`src/rtl/rs_pkg.sv`:
```
// Shared constants for the RS(15,11) GF(16) decoder: code geometry, frame
// status encodings and the frame sequencer state codes.
package rs_pkg;

    localparam int GF_W = 4;
    localparam int RS_N = 15;
    localparam int RS_K = 11;
    localparam int RS_T = 2;

    localparam logic [1:0] STAT_CLEAN = 2'b00;
    localparam logic [1:0] STAT_CORR  = 2'b01;
    localparam logic [1:0] STAT_FAIL  = 2'b10;

    typedef logic [2:0] seq_state_t;

    localparam seq_state_t ST_IDLE  = 3'd0;
    localparam seq_state_t ST_SYN   = 3'd1;
    localparam seq_state_t ST_EUC   = 3'd2;
    localparam seq_state_t ST_CHIEN = 3'd3;
    localparam seq_state_t ST_OUT   = 3'd4;

    // Status of a frame that reached the Chien/Forney stage.
    function automatic logic [1:0] chien_status(input logic fail);
        return fail ? STAT_FAIL : STAT_CORR;
    endfunction

endpackage

```
`src/rtl/rs_decode_sequencer_sat_counter.sv`:
```
// Saturating up-counter with synchronous clear; holds at all-ones.
module sat_counter #(
    parameter int WIDTH = 16
) (
    input  logic             clk,
    input  logic             clear,
    input  logic             inc,
    output logic [WIDTH-1:0] count
);

    localparam logic [WIDTH-1:0] ONE = WIDTH'(1);

    // NOTE: clocked state is written with non-blocking assignments only, so
    // every register samples pre-edge values regardless of block ordering.
    always_ff @(posedge clk) begin
        if (clear) begin
            count <= '0;
        end else if (inc && (count != '1)) begin
            count <= count + ONE;
        end
    end

endmodule

```
`src/rtl/rs_decode_sequencer.sv`:
```
// Frame scheduler for the RS(15,11) decoder: syndrome -> Euclid -> Chien/Forney,
// with zero-syndrome bypass, solver timeout and a valid/ready status output.
module rs_decode_sequencer
    import rs_pkg::*;
#(
    parameter int EUC_TIMEOUT = 32,
    parameter int CNT_W       = 16
) (
    input  logic             CLK,
    input  logic             RESET,
    input  logic             in_valid,
    output logic             in_ready,
    output logic             syn_start,
    input  logic             syn_done,
    input  logic             syn_zero,
    output logic             euc_start,
    input  logic             euc_done,
    output logic             chien_start,
    input  logic             chien_done,
    input  logic             chien_fail,
    output logic             out_valid,
    input  logic             out_ready,
    output logic [1:0]       out_status,
    output logic             busy,
    output logic [CNT_W-1:0] cnt_clean,
    output logic [CNT_W-1:0] cnt_corr,
    output logic [CNT_W-1:0] cnt_fail
);

    localparam logic [7:0] TO_LAST = 8'(EUC_TIMEOUT - 1);
    localparam logic [7:0] TO_ONE  = 8'd1;

    seq_state_t state;
    logic [7:0] to_cnt;

    always_ff @(posedge CLK) begin
        if (RESET) begin
            state       <= ST_IDLE;
            in_ready    <= 1'b1;
            syn_start   <= 1'b0;
            euc_start   <= 1'b0;
            chien_start <= 1'b0;
            out_valid   <= 1'b0;
            out_status  <= STAT_CLEAN;
            busy        <= 1'b0;
            to_cnt      <= '0;
        end else begin
            // Start pulses are one cycle wide unless re-asserted below.
            syn_start   <= 1'b0;
            euc_start   <= 1'b0;
            chien_start <= 1'b0;

            case (state)
                ST_IDLE: begin
                    if (in_valid) begin
                        state     <= ST_SYN;
                        syn_start <= 1'b1;
                        in_ready  <= 1'b0;
                        busy      <= 1'b1;
                    end
                end

                ST_SYN: begin
                    if (syn_done) begin
                        if (syn_zero) begin
                            state      <= ST_OUT;
                            out_valid  <= 1'b1;
                            out_status <= STAT_CLEAN;
                        end else begin
                            state     <= ST_EUC;
                            euc_start <= 1'b1;
                            to_cnt    <= '0;
                        end
                    end
                end

                ST_EUC: begin
                    // A finished pulse in the timeout cycle still counts as success.
                    if (euc_done) begin
                        state       <= ST_CHIEN;
                        chien_start <= 1'b1;
                    end else if (to_cnt == TO_LAST) begin
                        state      <= ST_OUT;
                        out_valid  <= 1'b1;
                        out_status <= STAT_FAIL;
                    end else begin
                        to_cnt <= to_cnt + TO_ONE;
                    end
                end

                ST_CHIEN: begin
                    if (chien_done) begin
                        state      <= ST_OUT;
                        out_valid  <= 1'b1;
                        out_status <= chien_status(chien_fail);
                    end
                end

                ST_OUT: begin
                    if (out_ready) begin
                        state     <= ST_IDLE;
                        out_valid <= 1'b0;
                        in_ready  <= 1'b1;
                        busy      <= 1'b0;
                    end
                end

                default: begin
                    state     <= ST_IDLE;
                    out_valid <= 1'b0;
                    in_ready  <= 1'b1;
                    busy      <= 1'b0;
                end
            endcase
        end
    end

    // Statistics advance on the result handshake only.
    logic handshake;
    assign handshake = out_valid && out_ready && (state == ST_OUT);

    sat_counter #(.WIDTH(CNT_W)) u_cnt_clean (
        .clk   (CLK),
        .clear (RESET),
        .inc   (handshake && (out_status == STAT_CLEAN)),
        .count (cnt_clean)
    );

    sat_counter #(.WIDTH(CNT_W)) u_cnt_corr (
        .clk   (CLK),
        .clear (RESET),
        .inc   (handshake && (out_status == STAT_CORR)),
        .count (cnt_corr)
    );

    sat_counter #(.WIDTH(CNT_W)) u_cnt_fail (
        .clk   (CLK),
        .clear (RESET),
        .inc   (handshake && (out_status == STAT_FAIL)),
        .count (cnt_fail)
    );

endmodule

```
`config.mk`:
```
export PLATFORM = sky130hd
export DESIGN_NAME = rs_decode_sequencer
export DESIGN_NICKNAME = d
export VERILOG_FILES = /design/src/rtl/rs_pkg.sv /design/src/rtl/rs_decode_sequencer_sat_counter.sv /design/src/rtl/rs_decode_sequencer.sv
export SDC_FILE = /design/constraint.sdc
export NUM_CORES = 1
export LEC_CHECK = 0
export ABC_AREA = 1
export CORE_AREA = 2 2 89 91
export DETAILED_ROUTE_END_ITERATION = 16
export DIE_AREA = 0 0 91 93
export PLACE_DENSITY = 0.79
export RECOVER_POWER = 100
export SLEW_MARGIN = 10
export SYNTH_ARGS = -nofsm -noshare
export SYNTH_HDL_FRONTEND = slang
export SYNTH_SLANG_ARGS = --single-unit
```
`constraint.sdc`:
```
create_clock -name CLK -period 1.8 [get_ports CLK]
set_input_delay 0.36 -clock CLK [delete_from_list [all_inputs] [get_ports CLK]]
set_output_delay 0.36 -clock CLK [all_outputs]
set_load 0.03 [all_outputs]
```
==> results.py, run 1 <==
metrics = {
    "critical_path": {
        "critPathArrivalTime_ps": 1410,
        "worstPathMaxFanout": 2,
        "critPathSlowestCell": "clkdlybuf4s50_1",
        "path_buf_inv": 1,
        "cp_top_family": "buffers and inverters",
        "cpPeakStageDelay_ps": 690,
        "worstSetupPathType": "flop to output port",
        "required_ps": 1440,
        "crit_chain": "clkdlybuf4s50_1",
        "critical_path.startpoint_type": "flop",
        "endpoint_kind": "output port",
    },
    "detailed_routing": {
        "wl_per_cell_um": 12.0,
        "vias": 4293,
        "ant_nets": 0,
        "dr.first_iter.drc_count": 148,
        "routed_via_density": 5.14,
        "wl_um": 10000,
        "drc": 0,
        "detail_route.first_pass.iterations": 4,
    },
    "timing": {
        "hold_ws_ps": 374,
        "setup_viol": 0,
        "timing.final.crit_share_pct": 98.2,
        "maxSlewViolCount": 0,
        "relSlewSlack_pct": 69.9,
        "fin_crit_ps": 1770,
        "fin_worst_skew_ps": 8.88,
        "tightest_slew_ps": 450,
        "finalHoldViolCount": 0,
        "fmax_mhz": 566,
    },
    "synthesis": {
        "synth_nets": 647,
        "ys_types": 32,
        "synth_seq_area_share_pct": 34.1,
        "synthAdderAreaFrac_pct": 1.27,
        "synth-simple-area-share_pct": 42.1,
        "synth.largest_area_cell": "dfxtp_1",
        "synth_area_mm2": 0.00393,
        "syn_area_per_cell_um2": 6.20,
        "synthMuxAreaShare_pct": 0,
        "synth-seq-cells": 67,
        "ys_warn_count": 0,
        "synth_cells": 634,
        "synth_top_area_share_pct": 34.1,
        "synth_xor_xnor_area_share_pct": 4.90,
        "synth_compound_area_share_pct": 10.6,
        "synth_top_family_by_area": "simple AND/OR/NAND/NOR gates",
        "yosys-top-cells-area": "dfxtp_1 (34%), nand2_1 (22%), nor2_1 (9.2%)",
    },
    "global_route": {
        "grt_pass1_vias": 4020,
        "grt_pass1_wl_um": 17100,
        "grt_overflow": 0,
        "grt_max_degree": 27,
        "grt_util_all_layers_pct": 24.4,
        "antenna_found_initial": 0,
    },
    "power": {
        "p_per_area_mw_per_mm2": 701,
        "p_leak_nw": 2.05,
        "worst_ir_drop_vdd_mv": 0.424,
    },
    "finish": {
        "stdcell_count": 835,
        "nets": 741,
        "multi_input_area_mm2": 0.00234,
        "layout-drive-gt1-share_pct": 9.41,
        "regArea_mm2": 0.00135,
        "fill_cells": 735,
        "n_antenna_cell": 0,
        "area_delta_synth_final_pct": 26.3,
        "fin_util_pct": 66.0,
    },
    "floorplanning": {
        "design.die.area_mm2": 0.00846,
        "top_level_ports": 65,
        "placementRows": 32,
        "dieHeight_um": 93,
        "die_x_um": 91,
        "coreArea_mm2": 0.00753,
        "start_util_pct": 52.3,
    },
    "run": {
        "drv_cap": 0,
    },
    "cts": {
        "clock-sinks": 67,
        "root_buffer": "clkbuf_8",
        "clock_latency_ps": 360,
        "htreeDepth": 3,
        "ctsHoldBuffers": 0,
        "postCtsSetupRepairBufs": 0,
        "numCtsBuffers": 9,
        "tritoncts": "built",
        "clkTransAtPathRegs_ps": 80,
        "clock_path_buffers": 2,
    },
    "placed_design": {
        "portBuffers": 64,
        "dp_hpwl_um": 7280,
        "gpl.final_weighted_congestion": 0.905,
        "placed_cells_incl_taps": 819,
    },
    "status": {
        "outcome": "finished, final reports clean",
    },
    "min_path": {
        "hold_path_class": "input port to flop",
    },
}
-- path summary, 6_finish.rpt --
check | endpoint | depth (start not counted) | start | slack, ps
max | busy | 1 | busy$_SDFFE_PP0P_ | 30
min | u_cnt_corr.count[12]$_SDFFE_PP0P_ | 2 | RESET | 370
max reg2reg | u_cnt_fail.count[1]$_SDFFE_PP0P_ | 10 | u_cnt_fail.count[1]$_SDFFE_PP0P_ | 150
min reg2reg | to_cnt[7]$_SDFFE_PP0P_ | 2 | to_cnt[7]$_SDFFE_PP0P_ | 490
-- area by class of cell --
class,count,area share (%)
clock inverter,4,0.504
multi-input combinational,500,47.1
timing repair buffer,97,15.6
inverter,53,4.00
tap,102,2.57
sequential,67,27.1
clock buffer,12,3.12
-- Yosys cell counts --
library cell and n:
nand2_2 5, a21o_1 1, o21bai_1 2, inv_2 2, a21oi_2 8, nand2_1 234, o21ai_0 17, and2_1 1
nor2_1 96, inv_1 51, buf_2 2, clkbuf_1 6, nor2_4 3, buf_1 1, buf_4 4, or2_2 1
xor2_1 10, nor3_1 2, nor3b_1 1, dfxtp_1 67, xnor2_1 12, buf_6 1, nand3_1 31, ha_1 4
a21oi_1 43, o21ai_2 2, nor2_2 4, nand3b_1 4, a31oi_1 1, and3_1 1, nand4_1 16, nor2b_1 1
-- cells in the final DEF, fill, tap and decap left out, types with 2 or more instances in the layout --
master / synthesis / final
a21oi_1: 43 / 43
dfxtp_2: 0 / 4
xnor2_1: 12 / 12
nor2_1: 96 / 95
clkdlybuf4s50_1: 0 / 14
nand3b_1: 4 / 4
clkbuf_1: 6 / 12
o21ai_0: 17 / 17
dfxtp_1: 67 / 63
nand4_1: 16 / 16
nand2_1: 234 / 233
clkbuf_8: 0 / 11
inv_1: 51 / 52
nand3_1: 31 / 31
nand2_2: 5 / 5
o21ai_4: 0 / 2
buf_4: 4 / 23
xor2_1: 10 / 10
ha_1: 4 / 4
o21bai_1: 2 / 2
nor3_1: 2 / 2
dlygate4sd2_1: 0 / 47
nor2_4: 3 / 3
a21oi_2: 8 / 8
clkinvlp_4: 0 / 2
clkinv_2: 0 / 2
nor2_2: 4 / 5
-- layer usage --
metal,vias to the layer above,track usage [%],routed length (um)
li1,2203,-,-
met1,1957,29.7,4410
met2,117,41.3,4850
met3,16,4.83,558
met4,0,11.7,171
met5,-,0,0
-- registers in the layout (all words and copies together) (netlist names) --
signal	count
state	3
out_status	2
busy	1
out_valid	1
in_ready	1
u_cnt_clean.count	16
chien_start	1
u_cnt_corr.count	16
u_cnt_fail.count	16
euc_start	1
syn_start	1
to_cnt	8
-- cell families after synthesis --
kind of cell    after synthesis
compound gates               74
xor+xnor                     22
fa+ha+maj                     4
buf+inv                      67
flops                        67
simple gates                400
-- report_power, final --
| group | internal, W | switching, W |
|---|---|---|
| Combinational | 0.000243 | 0.000475 |
| Sequential | 0.00155 | 0.0000589 |
| Clock | 0.000570 | 0.000590 |
| Total | 0.00236 | 0.00112 |
-- what timing repair did --
item	4_1_cts	5_1_grt
setup endpoints to repair	47	47
cloned	0	0
resized for setup	47	8
pin swaps	0	1
-- through the flow --
step                      area [um2]  setup TNS, ps  worst slack (ps)  total power (W)
final                           4970              0              32.0          0.00348
after detailed placement        4870          -1160             -86.0          0.00238
after CTS                       4990              0              5.88          0.00350
after global routing            4970          -14.3             -10.2          0.00364
after floorplan                 3940              0              20.9          0.00211
after global placement          4870          -71.8             -26.9          0.00236
Note: power is estimated with default switching activity, not from simulation.
==> run 2: changes to the inputs <==
--- a/config.mk
+++ b/config.mk
@@ -9,7 +9,7 @@
 export CORE_AREA = 2 2 89 91
 export DETAILED_ROUTE_END_ITERATION = 16
 export DIE_AREA = 0 0 91 93
-export PLACE_DENSITY = 0.79
+export PLACE_DENSITY = 0.83
 export RECOVER_POWER = 100
 export SLEW_MARGIN = 10
 export SYNTH_ARGS = -nofsm -noshare
==> constraint.sdc (replaced) <==
create_clock -name CLK -period 1.8 [get_ports CLK]
set_input_delay 0.18 -clock CLK [delete_from_list [all_inputs] [get_ports CLK]]
set_output_delay 0.18 -clock CLK [all_outputs]
set_load 0.03 [all_outputs]
==> results.py, run 2 (synthesis gave the netlist of run 1 again) <==
metrics = {
    "status": {
        "outcome": "finished, final reports clean",
    },
    "timing": {
        "finalHoldViolCount": 0,
        "relSlewSlack_pct": 66.4,
        "fin_worst_skew_ps": 8.83,
        "worst_slack_ps": 32.9,
        "setup_viol": 0,
        "fin_crit_ps": 1770,
        "maxSlewViolCount": 0,
        "fmax_mhz": 566,
        "timing.final.crit_share_pct": 98.2,
        "hold_ws_ps": 174,
        "tightest_slew_ps": 504,
        "rsz0062_at_grt": "yes",
    },
    "critical_path": {
        "path_buf_inv": 2,
        "worstPathMaxFanout": 4,
        "endpoint_kind": "output port",
        "cpPeakStageDelay_ps": 700,
        "critPathSlowestCell": "clkdlybuf4s50_1",
        "worstSetupPathType": "flop to output port",
        "cp_top_family": "buffers and inverters",
        "crit_chain": "clkbuf_1 > clkdlybuf4s50_1",
        "critical_path.startpoint_type": "flop",
        "required_ps": 1620,
        "critPathArrivalTime_ps": 1590,
    },
    "cts": {
        "htreeDepth": 3,
        "tritoncts": "built",
        "root_buffer": "clkbuf_8",
        "clock-sinks": 67,
        "clock_path_buffers": 2,
        "numCtsBuffers": 9,
        "clkTransAtPathRegs_ps": 80,
        "postCtsSetupRepairBufs": 0,
        "clock_latency_ps": 360,
    },
    "detailed_routing": {
        "vias": 4367,
        "dr.first_iter.drc_count": 181,
        "detail_route.first_pass.iterations": 4,
        "wl_per_cell_um": 12.2,
        "drc": 0,
        "routed_via_density": 5.22,
        "wl_um": 10200,
        "ant_nets": 0,
    },
    "placed_design": {
        "portBuffers": 64,
        "dpl_cell_area_mm2": 0.00487,
        "dp_hpwl_um": 7230,
        "gpl.final_weighted_congestion": 0.901,
        "preCtsSetupSlack_ps": 48.3,
    },
    "run": {
        "drv_cap": 0,
    },
    "finish": {
        "largest_registers": "u_cnt_clean.count x16, u_cnt_corr.count x16, u_cnt_fail.count x16",
        "area_delta_synth_final_pct": 28.3,
        "finalInstanceArea_mm2": 0.00505,
        "nets": 742,
        "final_cell_mix": "nand2_1 (234), nor2_1 (95), dfxtp_1 (64)",
        "fin_util_pct": 67.1,
        "layout_commonest_cell": "nand2_1",
        "layout-drive-gt1-share_pct": 9.95,
        "n_antenna_cell": 0,
    },
    "power": {
        "p_per_area_mw_per_mm2": 708,
        "worst_ir_drop_vdd_mv": 0.475,
        "p_leak_nw": 1.95,
    },
    "global_route": {
        "grt_pass1_wl_um": 17000,
        "antenna_found_initial": 0,
        "grt_overflow": 0,
        "grt_util_all_layers_pct": 24.5,
        "grt_max_degree": 31,
        "grt_pass1_vias": 3926,
    },
    "floorplanning": {
        "design.die.area_mm2": 0.00846,
        "top_level_ports": 65,
        "die_x_um": 91,
        "dieHeight_um": 93,
        "start_util_pct": 52.3,
        "coreArea_mm2": 0.00753,
        "placementRows": 32,
    },
    "min_path": {
        "hold_path_class": "input port to flop",
    },
}
[run 2: cell count changes in the layout (fill, tap and decap cells not counted), moves of 2 or more]
cell	previous run	this run
dlygate4sd3_1	0	27
clkbuf_2	0	12
clkinvlp_4	2	0
buf_4	23	18
clkbuf_1	12	6
dlygate4sd2_1	47	0
clkdlybuf4s50_1	14	36
[run 2: path summary, 6_finish.rpt]
path | start | slack, ps | depth (start not counted) | to
min | RESET | 170 | 2 | u_cnt_corr.count[7]$_SDFFE_PP0P_
min reg2reg | to_cnt[7]$_SDFFE_PP0P_ | 480 | 2 | to_cnt[7]$_SDFFE_PP0P_
max | u_cnt_clean.count[5]$_SDFFE_PP0P_ | 30 | 2 | cnt_clean[5]
max reg2reg | state[1]$_SDFFE_PP0P_ | 100 | 8 | u_cnt_clean.count[4]$_SDFFE_PP0P_
[run 2: per-layer routing]
metal	wire length, um	global-route usage (%)	up-vias	share of wire, %
met5	0	0	-	0
met2	5110	42.3	148	50
li1	-	-	2204	-
met1	4240	29.3	1994	41
met4	235	12.4	0	2.3
met3	641	4.19	21	6.3
[run 2: power breakdown]
part	switching, W	internal (W)
logic	0.000484	0.000231
clock network	0.000578	0.000679
registers	0.0000549	0.00155
total	0.00112	0.00246
[run 2: final cells by class]
class	instances	area, um2
fillers	687	2480
multi-input cells	501	2340
flip-flops and latches	67	1350
repair buffers	97	843
inverters	53	199
clock buffers	14	153
well taps	102	128
clock inverters	2	35.0
[run 2: repair_timing]
action	4_1_cts	5_1_grt
hold buffers	0	0
hold endpoints to repair	0	0
setup endpoints to repair	0	44
gates resized for setup	0	4
[run 2: stage by stage]
stage / setup TNS, ps / total power, W / std cells
after floorplan: 0 / 0.00211 / 634
after global placement: 0 / 0.00233 / 819
after detailed placement: 0 / 0.00235 / 819
after CTS: 0 / 0.00359 / 835
after global routing: -191 / 0.00374 / 836
final: 0 / 0.00357 / 836
